===== src/rtl/gamepad_pmod_pkg.sv =====
// Shared definitions for the Gamepad Pmod link (driver and receiver).
//   GAMEPAD_FRAME_BITS : bits per serial frame
//   GAMEPAD_ABSENT     : word seen by the receiver when no controller is connected
//   BTN_*              : bit positions of each button inside the 12-bit word
//   gp_state_e         : serializer state encoding
package gamepad_pmod_pkg;

    localparam int GAMEPAD_FRAME_BITS = 12;
    localparam logic [GAMEPAD_FRAME_BITS-1:0] GAMEPAD_ABSENT = 12'hFFF;

    localparam int BTN_B      = 11;
    localparam int BTN_Y      = 10;
    localparam int BTN_SELECT = 9;
    localparam int BTN_START  = 8;
    localparam int BTN_UP     = 7;
    localparam int BTN_DOWN   = 6;
    localparam int BTN_LEFT   = 5;
    localparam int BTN_RIGHT  = 4;
    localparam int BTN_A      = 3;
    localparam int BTN_X      = 2;
    localparam int BTN_L      = 1;
    localparam int BTN_R      = 0;

    typedef enum logic [1:0] {
        ST_IDLE  = 2'd0,
        ST_SHIFT = 2'd1,
        ST_LATCH = 2'd2
    } gp_state_e;

endpackage


===== src/rtl/gamepad_pmod_driver_if.sv =====
// Host handshake plus Pmod pin bundle for gamepad_pmod_driver.
//   buttons/present/start : request side, driven by the host (master)
//   ready/done            : handshake status, driven by the driver (slave)
//   pmod_latch/clk/data   : serial pins, driven by the driver (slave)
interface gamepad_pmod_driver_if;
    import gamepad_pmod_pkg::*;

    logic [GAMEPAD_FRAME_BITS-1:0] buttons;
    logic                          present;
    logic                          start;
    logic                          ready;
    logic                          done;
    logic                          pmod_latch;
    logic                          pmod_clk;
    logic                          pmod_data;

    modport master (
        output buttons, present, start,
        input  ready, done, pmod_latch, pmod_clk, pmod_data
    );

    modport slave (
        input  buttons, present, start,
        output ready, done, pmod_latch, pmod_clk, pmod_data
    );

endinterface


===== src/rtl/gamepad_pmod_driver.sv =====
// Serializes a 12-bit SNES button word onto the Gamepad Pmod latch/clk/data
// pins, one frame per accepted start.
//   clk   : system clock
//   rst_n : synchronous active-low reset
//   bus   : gamepad_pmod_driver_if.slave (buttons, present, start in;
//           ready, done, pmod_latch, pmod_clk, pmod_data out)
//   CLK_DIV : pmod_clk half-period in clk cycles, legal 1..255
//
// state    | meaning
// ---------+-----------------------------------------------------------
// ST_IDLE  | ready=1, pins low, waiting for start
// ST_SHIFT | sending bits 11..0, one per 2*CLK_DIV cycles
// ST_LATCH | latch strobe high for CLK_DIV cycles, then done pulse
module gamepad_pmod_driver
    import gamepad_pmod_pkg::*;
#(
    parameter int CLK_DIV = 4
) (
    input  logic                  clk,
    input  logic                  rst_n,
    gamepad_pmod_driver_if.slave  bus
);

    localparam logic [7:0] DIV_LAST = 8'(CLK_DIV - 1);

    gp_state_e                     state;
    logic [7:0]                    div_cnt;
    logic [3:0]                    bit_cnt;
    logic [GAMEPAD_FRAME_BITS-1:0] shift_reg;
    logic [GAMEPAD_FRAME_BITS-1:0] frame_word;
    logic                          div_tc;

    logic ready_q;
    logic done_q;
    logic latch_q;
    logic pclk_q;
    logic data_q;

    assign frame_word = bus.present ? bus.buttons : GAMEPAD_ABSENT;
    assign div_tc     = (div_cnt == DIV_LAST);

    assign bus.ready      = ready_q;
    assign bus.done       = done_q;
    assign bus.pmod_latch = latch_q;
    assign bus.pmod_clk   = pclk_q;
    assign bus.pmod_data  = data_q;

    always_ff @(posedge clk) begin
        if (!rst_n) begin
            state     <= ST_IDLE;
            div_cnt   <= '0;
            bit_cnt   <= '0;
            shift_reg <= '0;
            ready_q   <= 1'b1;
            done_q    <= 1'b0;
            latch_q   <= 1'b0;
            pclk_q    <= 1'b0;
            data_q    <= 1'b0;
        end else begin
            done_q <= 1'b0;
            case (state)
                ST_IDLE: begin
                    if (bus.start) begin
                        shift_reg <= frame_word;
                        data_q    <= frame_word[GAMEPAD_FRAME_BITS-1];
                        bit_cnt   <= 4'(GAMEPAD_FRAME_BITS - 1);
                        div_cnt   <= '0;
                        ready_q   <= 1'b0;
                        state     <= ST_SHIFT;
                    end
                end
                ST_SHIFT: begin
                    if (div_tc) begin
                        div_cnt <= '0;
                        if (!pclk_q) begin
                            pclk_q <= 1'b1;
                        end else begin
                            // Bit period ends on the falling edge, so data only
                            // ever moves while pmod_clk is low.
                            pclk_q    <= 1'b0;
                            shift_reg <= {shift_reg[GAMEPAD_FRAME_BITS-2:0], 1'b0};
                            if (bit_cnt == 4'd0) begin
                                data_q  <= 1'b0;
                                latch_q <= 1'b1;
                                state   <= ST_LATCH;
                            end else begin
                                bit_cnt <= bit_cnt - 4'd1;
                                data_q  <= shift_reg[GAMEPAD_FRAME_BITS-2];
                            end
                        end
                    end else begin
                        div_cnt <= div_cnt + 8'd1;
                    end
                end
                ST_LATCH: begin
                    if (div_tc) begin
                        div_cnt <= '0;
                        latch_q <= 1'b0;
                        ready_q <= 1'b1;
                        done_q  <= 1'b1;
                        state   <= ST_IDLE;
                    end else begin
                        div_cnt <= div_cnt + 8'd1;
                    end
                end
                default: begin
                    state <= ST_IDLE;
                end
            endcase
        end
    end

endmodule


===== src/flat_wrapper.sv =====
// flat-port wrapper written by rule: the top's interface ports become plain ports
module gamepad_pmod_driver_flat import gamepad_pmod_pkg::*;
#(
    parameter int CLK_DIV = 4
)
  (clk, rst_n, bus_buttons, bus_present, bus_start, bus_ready, bus_done, bus_pmod_latch, bus_pmod_clk, bus_pmod_data);
  gamepad_pmod_driver_if bus_i ();
  input  logic clk;
  input  logic rst_n;
  input wire logic [$bits(bus_i.buttons)-1:0] bus_buttons;
  input wire logic [$bits(bus_i.present)-1:0] bus_present;
  input wire logic [$bits(bus_i.start)-1:0] bus_start;
  output wire logic [$bits(bus_i.ready)-1:0] bus_ready;
  output wire logic [$bits(bus_i.done)-1:0] bus_done;
  output wire logic [$bits(bus_i.pmod_latch)-1:0] bus_pmod_latch;
  output wire logic [$bits(bus_i.pmod_clk)-1:0] bus_pmod_clk;
  output wire logic [$bits(bus_i.pmod_data)-1:0] bus_pmod_data;
  assign bus_i.buttons = bus_buttons;
  assign bus_i.present = bus_present;
  assign bus_i.start = bus_start;
  assign bus_ready = bus_i.ready;
  assign bus_done = bus_i.done;
  assign bus_pmod_latch = bus_i.pmod_latch;
  assign bus_pmod_clk = bus_i.pmod_clk;
  assign bus_pmod_data = bus_i.pmod_data;
  gamepad_pmod_driver #(.CLK_DIV(CLK_DIV)) u_core (.clk(clk), .rst_n(rst_n), .bus(bus_i));
endmodule

===== config.mk =====
export PLATFORM = sky130hd
export DESIGN_NAME = gamepad_pmod_driver_flat
export DESIGN_NICKNAME = d
export VERILOG_FILES = /design/src/rtl/gamepad_pmod_pkg.sv /design/src/rtl/gamepad_pmod_driver_if.sv /design/src/rtl/gamepad_pmod_driver.sv /design/src/flat_wrapper.sv
export SDC_FILE = /design/constraint.sdc
export NUM_CORES = 1
export LEC_CHECK = 0
export ABC_AREA = 1
export CORE_AREA = 2 2 78 80
export CTS_CLUSTER_DIAMETER = 120
export DETAILED_ROUTE_END_ITERATION = 12
export DIE_AREA = 0 0 80 82
export MAX_ROUTING_LAYER = met4
export PLACE_DENSITY = 0.46
export SETUP_SLACK_MARGIN = 0.3
export SYNTH_ARGS = -nofsm -noshare
export SYNTH_HDL_FRONTEND = slang
export SYNTH_SLANG_ARGS = --single-unit

===== constraint.sdc =====
create_clock -name clk -period 4.45 [get_ports clk]
set_clock_uncertainty 0.05 [all_clocks]
set_input_delay 0.6675 -clock clk [delete_from_list [all_inputs] [get_ports clk]]
set_output_delay 0.6675 -clock clk [all_outputs]
set_load 0.01 [all_outputs]

==> results of run 1 <==
## worst reg2reg max path, stage by stage, from the launching register on
cell and delay, ns:
dfxtp_1 0.31, inv_1 0.08, ha_1 0.72, inv_4 0.22, a21oi_4 0.47, a21boi_4 0.44, nand2_1 0.09, nand2_1 0.07
nor2_1 0.05
## final timing paths
kind                        startpoint              endpoint  slack [ns]
setup / recovery       u_core.state[1]   u_core.shift_reg[0]        1.85
hold / removal    u_core.bus.pmod_data  u_core.bus.pmod_data        0.43
setup reg to reg       u_core.state[1]   u_core.shift_reg[0]        1.85
hold reg to reg   u_core.bus.pmod_data  u_core.bus.pmod_data        0.43
## layout make-up
cell class / count / area (um^2)
clock buffer: 7 / 86.3
clock inverter: 1 / 5.00
fill: 636 / 3760
inverter: 22 / 85.1
multi-input combinational: 180 / 916
sequential: 30 / 601
tap: 75 / 93.8
timing repair buffer: 20 / 200
## kinds of logic (layout without fill, tap and decap cells)
logic type,count (synthesis),in the layout
AOI/OAI and AO/OA,36,36
xor gates and xnor gates,1,1
adders and majority gates,6,6
buffers and inverters,31,50
DFF,30,30
and+or+nand+nor,137,137
## power breakdown
part	internal [W]	leakage [nW]	switching (W)	total, W
clock network	0.000125	0.0482	0.000104	0.000229
registers	0.000341	0.247	0.0000360	0.000377
logic	0.000196	0.509	0.000338	0.000534
## metrics by stage
stage,setup WS (ns),instances
6_report,1.85,335
5_1_grt,1.62,335
4_1_cts,1.83,335
3_5_place_dp,1.85,327
3_3_place_gp,1.89,327
2_1_floorplan,2.91,241
## per-layer routing
metal / up-vias / routed length [um] / GRT usage [%]
met3: 7 / 198 / 3.52
met5: - / 0 / -
met2: 39 / 1720 / 21.3
met1: 686 / 1790 / 16.0
li1: 821 / - / -
met4: 0 / 65 / 5.59
## Yosys cell counts, drive strengths merged
library cell	number	area share, %
inv	22	5.1
o2111ai	1	0.53
dfxtp	30	36
a31oi	1	0.38
nand3b	2	0.90
clkbuf	5	1.1
a21boi	2	1.6
o31ai	1	0.45
and3	1	0.38
buf	4	2.3
o21ai	19	6.0
nand4	15	5.7
o21bai	1	0.45
ha	6	4.5
a21oi	10	3.7
nand2	58	14
nor3	1	0.30
xnor2	1	0.53
and2	1	0.38
nand3	11	3.6
nor2	48	12
o311ai	1	0.53
==> metrics, run 1 <==
outcome completed; initial antenna violation count 0; RSZ-0062 raised after global routing false; final wirelength 3780 um; mux share of post-synthesis cell area 0%; Worst-Skew Late Latency 0.28 ns; Max Cap Viol 0; clock sink total 30; Die W about 80 um; vias per cell between 4 and 5; Tmin final ~2.6 ns; share of cells above drive strength 1 8.08%; core area 5750 um^2; io pins 21; most frequent CP cell nand2_1; Die ar. between 6000 and 7000 um^2; drt wl/cell ~11 um; Fin Hold WS 0.433 ns; grt ovf 0; Num CTS Buffers 5; Mean Syn Cell Area approximately 7 um^2; Gate Count Post-Synth 241; Initial DRC Count 69; Clock Root Buffer clkbuf_8; hold depth 2; DRC viols 0; wire length of the first global-routing pass between 6000 and 7000 um; htree depth 2; Req. time, crit path around 4.6 ns; Worst Path Arrival ~2.7 ns; Bufs and invs on worst path 2; fin. max-slew vios 0; Antenna Diode Count 0; setup_tns 0 ns; DR pass1 iterations 4; delay of the slowest critical-path stage just over 0.7 ns; vias in the first global route about 1,500; Starting Density around 29%; post-route ant nets 0; gpl congestion ~0.78; CP Launch Type register; xor/xnor share of the synthesized area less than 1%; pwr/cell area around 570 nW/um^2; worst slew pin tran about 0.85 ns; CP delay by family, top compound AO/OA/AOI/OAI gates; CTS tree yes; vias post-DR approximately 1,600; CTS max path bufs 2; post-cts repair resize count 0; Setup Viol. Count Final 0; Crit. End Element register; Post-Synth Adder-Cell Area 4.52%; final net count between 200 and 300; commonest non-fill, non-tap cell in the layout nand2_1; Port-buffer cells 20; worst reg2reg path depth 8; Final Hold Viols 0; # Post-CTS Setup Buffers 0; yosys warns 0; post-DP HPWL between 2000 and 3000 um; area delta synth->final 19.8%; Post-Syn Area approximately 1700 um^2; Synthesized Nets 263; most frequent cells in the layout 56 x nand2_1, 45 x nor2_1, 30 x dfxtp_1, 20 x clkdlybuf4s50_1, 17 x inv_1; max reg flops 11; CP Max Fanout 18; Rel. slew slack ~43%; Peak VDD IR between 0.2 and 0.25 mV; Max Freq just under 0.4 GHz; CTS clk-pin slew, worst paths roughly 0.06 ns; total power 0.00114 W; Yosys reg bits 30; Final Cycle Share approximately 58%; largest net degree at the start of global routing 24; cell area after layout 1990 um^2; Synth Area in Compound Gates about 14%; Leak Pwr around 0.80 nW; Crit Path Class register to register; CP cell instances inv_1 -> ha_1 -> inv_4 -> a21oi_4 -> a21boi_4 -> nand2_1 -> nand2_1 -> nor2_1; Crit. path cell count 8; largest family of logic cells by synthesized area simple AND/OR/NAND/NOR gates; sequential fraction of the synthesis area 36.2%; simple-gate share of the synthesized area a little over a third; Worst path slowest cell ha_1; hold-fix buffers at CTS 0; All-Layer GR Usage about an eighth; Yosys cell types 34; Util after Layout 34.6%; Row Count 28; die height a little over 80 um; placed inst area approximately 1900 um^2; class of the worst hold path register to register
Note: power is estimated with default switching activity, not from simulation.
==> run 2: changes to the inputs <==
==> constraint.sdc (replaced) <==
create_clock -name clk -period 2.5 [get_ports clk]
set_clock_uncertainty 0.05 [all_clocks]
set_input_delay 0.375 -clock clk [delete_from_list [all_inputs] [get_ports clk]]
set_output_delay 0.375 -clock clk [all_outputs]
set_load 0.01 [all_outputs]
==> metrics, run 2 (synthesized netlist as in run 1, its figures left out) <==
Row Count 28 (unchanged); Crit Path Class register to register; Req. time, crit path 2.62 ns (-1.95 ns); net switching power 0.000849 W (+78%); post-cts repair resize count 0 (unchanged); area delta synth->final 21.1%; fin. max-slew vios 0 (unchanged); commonest non-fill, non-tap cell in the layout nand2_1; delay of the slowest critical-path stage 0.41 ns (-0.31 ns); CP delay by family, top compound AO/OA/AOI/OAI gates; grt ovf 0 (unchanged); CTS max path bufs 2 (unchanged); vias post-DR 1,537 (-1.0%); CP Launch Type register; Die W 80 um (unchanged); gpl congestion 0.784 (+0.20%); worst slew pin tran 0.375 ns (-0.473 ns); Worst Path Arrival 1.89 ns (-0.83 ns); Initial DRC Count 43 (-38%); core area 5750 um^2 (unchanged); setup_tns 0 ns (unchanged); # Post-CTS Setup Buffers 0 (unchanged); final net count 284 (+1.1%); Sw Ratio 41.5% (-0.41 points); vias in the first global route 1,523 (+2.8%); CTS clk-pin slew, worst paths 0.06 ns (about the same); wire length of the first global-routing pass 6780 um (+2.3%); Comb pwr share 47.8% (+0.9 points); hold-fix buffers at CTS 0 (unchanged); io pins 21 (unchanged); post-DP HPWL 2700 um (+4.3%); Worst path slowest cell a21boi_4; Max Cap Viol 0 (unchanged); die height 82 um (unchanged); Setup Viol. Count Final 0 (unchanged); Rel. slew slack 75.0% (+32 points); clock sink total 30 (unchanged); Clock Root Buffer clkbuf_8; Num CTS Buffers 5 (unchanged); Tmin final 1.77 ns (-0.828 ns); Die ar. 6560 um^2 (unchanged); Crit. End Element register; Leak Pwr 0.819 nW (+1.8%); CTS tree yes; outcome completed; Max Freq 0.564 GHz (+47%); DR pass1 iterations 4 (unchanged); DRC viols 0 (unchanged); Bufs and invs on worst path 2 (unchanged); vias per cell 4.55 (-1.9%); Starting Density 28.9% (unchanged); initial antenna violation count 0 (unchanged); Final Hold Viols 0 (unchanged); most frequent CP cell nand2_1; max reg flops 11 (unchanged); largest net degree at the start of global routing 23 (-4.2%); Antenna Diode Count 0 (unchanged); final wirelength 3890 um (+3.0%); pwr/cell area 1020 nW/um^2 (+77%); share of cells above drive strength 1 9.13% (+1.0 points); CP Max Fanout 13 (-5); Peak VDD IR 0.297 mV (+40%); htree depth 2 (unchanged); Pint 0.00120 W (+81%); drt wl/cell 11.5 um (+2.1%); sequential power share 32.7% (-0.4 points); Final Cycle Share 70.9% (+12 points); CP cell instances inv_1 -> ha_1 -> inv_2 -> nor2_2 -> a21oi_4 -> a21boi_4 -> nand2_1 -> nand2_1 -> nor2_1; most frequent cells in the layout 56 x nand2_1, 45 x nor2_1, 30 x dfxtp_1, 20 x clkdlybuf4s50_1, 17 x inv_1; class of the worst hold path register to register; Worst-Skew Late Latency 0.27 ns (about the same); All-Layer GR Usage 13.5% (+0.17 points); RSZ-0062 raised after global routing false; placed inst area 1920 um^2 (+1.2%); clock network power share 19.5% (-0.5 points); Port-buffer cells 20 (unchanged); post-route ant nets 0 (unchanged); cell area after layout 2010 um^2 (+1.1%)
## run 2: cell count changes in the layout (fill, tap and decap cells not counted), sizes merged
cell,before,now
buf,0,3
## run 2: metal layers
layer | vias to the layer above | GRT usage (%) | share of wire (%)
met4 | 0 | 3.56 | 0.49
met1 | 687 | 15.3 | 48
li1 | 829 | - | -
met5 | - | - | 0
met2 | 19 | 24.1 | 47
met3 | 2 | 3.19 | 4.2
## run 2: cell type report
type                       count  area, um^2
clock buffer                   7        86.3
tap                           75        93.8
clock inverter                 1        5.00
multi-input combinational    180         916
inverter                      22        85.1
sequential                    30         601
timing repair buffer          23         223
fill                         657        3740
## run 2: path summary, 6_finish.rpt
check,depth (start not counted),slack [ns],start,endpoint
worst max-delay path,9,0.73,u_core.state[0],u_core.shift_reg[0]
worst min register to register,2,0.43,u_core.bus.pmod_data,u_core.bus.pmod_data
worst max register to register,9,0.73,u_core.state[0],u_core.shift_reg[0]
worst min-delay path,2,0.43,u_core.bus.pmod_data,u_core.bus.pmod_data
## run 2: stage by stage
| step | worst slack (ns) | utilization [%] | hold WS (ns) | total power, W | std cells |
|---|---|---|---|---|---|
| finish | 0.728 | 35.0 | 0.431 | 0.00205 | 338 |
| global route | 0.481 | 35.0 | 0.460 | 0.00226 | 338 |
| CTS | 0.705 | 35.0 | 0.435 | 0.00209 | 338 |
| detailed placement | 0.589 | 33.4 | 0.426 | 0.00167 | 330 |
| global placement | 0.616 | 33.4 | 0.420 | 0.00168 | 330 |
| floorplan | 0.963 | - | 0.404 | 0.00146 | 241 |
## run 2: power by group through the flow
stage / registers [W] / logic, W / clock network, W
5_1_grt: 0.000683 / 0.00115 / 0.000436
3_5_place_dp: 0.000681 / 0.000994 / 0
4_1_cts: 0.000670 / 0.000998 / 0.000421
3_3_place_gp: 0.000681 / 0.000999 / 0
6_report: 0.000669 / 0.000978 / 0.000398
2_1_floorplan: 0.000677 / 0.000783 / 0
## run 2: worst min-delay path, delay by kind of cell (launching register included)
family	cells	cell delay (ns)
flip-flops	1	0.32
AND/OR/NAND/NOR	2	0.12
==> run 3: changes to the inputs <==
==> constraint.sdc (replaced) <==
create_clock -name clk -period 1.8 [get_ports clk]
set_clock_uncertainty 0.05 [all_clocks]
set_input_delay 0.27 -clock clk [delete_from_list [all_inputs] [get_ports clk]]
set_output_delay 0.27 -clock clk [all_outputs]
set_load 0.01 [all_outputs]
==> metrics, run 3 (synthesized netlist as in run 1, its figures left out) <==
outcome completed; clock network power share 17.2% (-2.3 points); Final Cycle Share 83.2% (+12 points); final net count 292 (+2.8%); Rel. slew slack 73.9% (-1.1 points); vias in the first global route 1,504 (-1.2%); drt wl/cell 11.9 um (+3.5%); worst reg2reg path depth 9 (unchanged); largest net degree at the start of global routing 19 (-17%); reg2reg start u_core.state[0]; max reg flops 11 (unchanged); net switching power 0.00135 W (+59%); Starting Density 28.9% (unchanged); Row Count 28 (unchanged); CTS tree yes; Post-Place Worst Slack 0.134 ns (-0.455 ns); vias per cell 4.65 (+2.2%); Port-buffer cells 20 (unchanged); DR pass1 iterations 4 (unchanged); Hold Startpoint u_core.shift_reg[2]; gpl congestion 0.758 (-3.3%); Initial DRC Count 78 (+81%); sequential power share 29.7% (-3.0 points); Max Freq 0.668 GHz (+18%); commonest non-fill, non-tap cell in the layout nand2_1; Fin Hold WS 0.420 ns (-0.0108 ns); RSZ-0062 raised after global routing true; CP Max Fanout 7 (-6); worst slew pin tran 0.386 ns (+0.0109 ns); Worst Path Arrival 1.62 ns (-0.27 ns); total power 0.00323 W (+58%); Die W 80 um (unchanged); wire length of the first global-routing pass 6930 um (+2.1%); Leak Pwr 0.901 nW (+10%); Pint 0.00188 W (+57%); most frequent cells in the layout 54 x nand2_1, 41 x nor2_1, 24 x dfxtp_1, 17 x clkdlybuf4s50_1, 15 x nand4_1; Worst-Skew Late Latency 0.28 ns (about the same); class of the worst hold path register to register; setup_tns 0 ns (unchanged); pwr/cell area 1460 nW/um^2 (+43%); Comb pwr share 53.1% (+5.3 points); CTS clk-pin slew, worst paths 0.07 ns (about the same); CP Launch Type register; Clock Root Buffer clkbuf_8; Antenna Diode Count 0 (unchanged); final wirelength 4120 um (+5.9%); share of cells above drive strength 1 19.9% (+11 points); Crit. End Element register; Setup Viol. Count Final 0 (unchanged); fin. max-slew vios 0 (unchanged); Req. time, crit path 1.92 ns (-0.70 ns); DRC viols 0 (unchanged); Die ar. 6560 um^2 (unchanged); io pins 21 (unchanged); core area 5750 um^2 (unchanged); post-DP HPWL 2850 um (+5.7%); Max Cap Viol 0 (unchanged); final setup margin 0.303 ns (-0.425 ns); clock sink total 30 (unchanged); initial antenna violation count 0 (unchanged); Tmin final 1.50 ns (-0.275 ns); htree depth 2 (unchanged); Final Hold Viols 0 (unchanged); Endpoint, Worst Hold u_core.shift_reg[2]; Peak VDD IR 0.484 mV (+63%); hold depth 2 (unchanged); Crit Path Class register to register; reg2reg setup slack 0.30 ns (-0.43 ns); grt ovf 0 (unchanged); area delta synth->final 33.5%; Num CTS Buffers 5 (unchanged); post-route ant nets 0 (unchanged); Sw Ratio 41.9% (+0.35 points); vias post-DR 1,608 (+4.6%); CTS max path bufs 2 (unchanged); Reg-to-Reg End u_core.div_cnt[4]; All-Layer GR Usage 13.9% (+0.34 points); die height 82 um (unchanged)
[run 3: changes by cell type in the layout (fill, tap and decap cells not counted), sizes merged]
cell / delta
buf: +7
clkdlybuf4s50: -3
dlygate4sd2: +2
dlymetal6s2s: +1
nand2: +1
[run 3: critical path, stage by stage, from the launching register on]
cell and delay, ns:
dfxtp_2 0.34, inv_2 0.09, ha_4 0.17, inv_6 0.05
nor2_4 0.16, inv_2 0.08, o21ai_4 0.12, inv_2 0.12
a31oi_1 0.15, nor2_1 0.06
[run 3: through the flow]
| step | util (%) | instances | area (um^2) |
|---|---|---|---|
| final | 38.5 | 346 | 2210 |
| after global routing | 38.5 | 346 | 2210 |
| after CTS | 37.3 | 345 | 2140 |
| after detailed placement | 34.3 | 335 | 1970 |
| after global placement | 34.3 | 335 | 1970 |
| after floorplan | - | 241 | 1670 |
[run 3: per-layer routing]
| metal | global-route usage (%) | wire (um) | up-vias | part of all wire (%) |
|---|---|---|---|---|
| li1 | - | - | 853 | - |
| met5 | - | 0 | - | 0 |
| met3 | 3.41 | 158 | 2 | 3.8 |
| met4 | 4.58 | 19 | 0 | 0.46 |
| met1 | 17.0 | 1980 | 729 | 48 |
| met2 | 22.5 | 1960 | 24 | 48 |
[run 3: worst max-delay path by stage]
stage | from | endpoint
final | u_core.state[0] | u_core.div_cnt[4]
after global routing | u_core.div_cnt[2] | u_core.shift_reg[8]
after CTS | u_core.state[1] | u_core.shift_reg[1]
after detailed placement | bus_start | u_core.div_cnt[5]
after global placement | bus_start | u_core.div_cnt[5]
after floorplan | u_core.state[1] | u_core.bus.pmod_data
[run 3: power by group through the flow]
stage                     registers (W)  clock network [W]  logic, W
after floorplan                0.000942                  0   0.00111
after global placement         0.000947                  0   0.00150
after detailed placement       0.000948                  0   0.00149
after CTS                      0.000940           0.000576   0.00162
after global routing           0.000977           0.000606   0.00193
final                          0.000957           0.000556   0.00171
[run 3: area by class of cell]
class	count	area, um^2
Fill cell	639	3530
Multi-Input combinational cell	181	1040
Sequential cell	30	613
Timing Repair Buffer	30	283
Tap cell	75	93.8
Inverter	22	92.6
Clock buffer	7	86.3
Clock inverter	1	5.00
[run 3: timing repair]
item	CTS	global route
hold buffers	0	0
cloned	1	0
setup endpoints to repair	29	28
pin swaps	4	19
buffers inserted	1	1
gates resized for setup	17	23
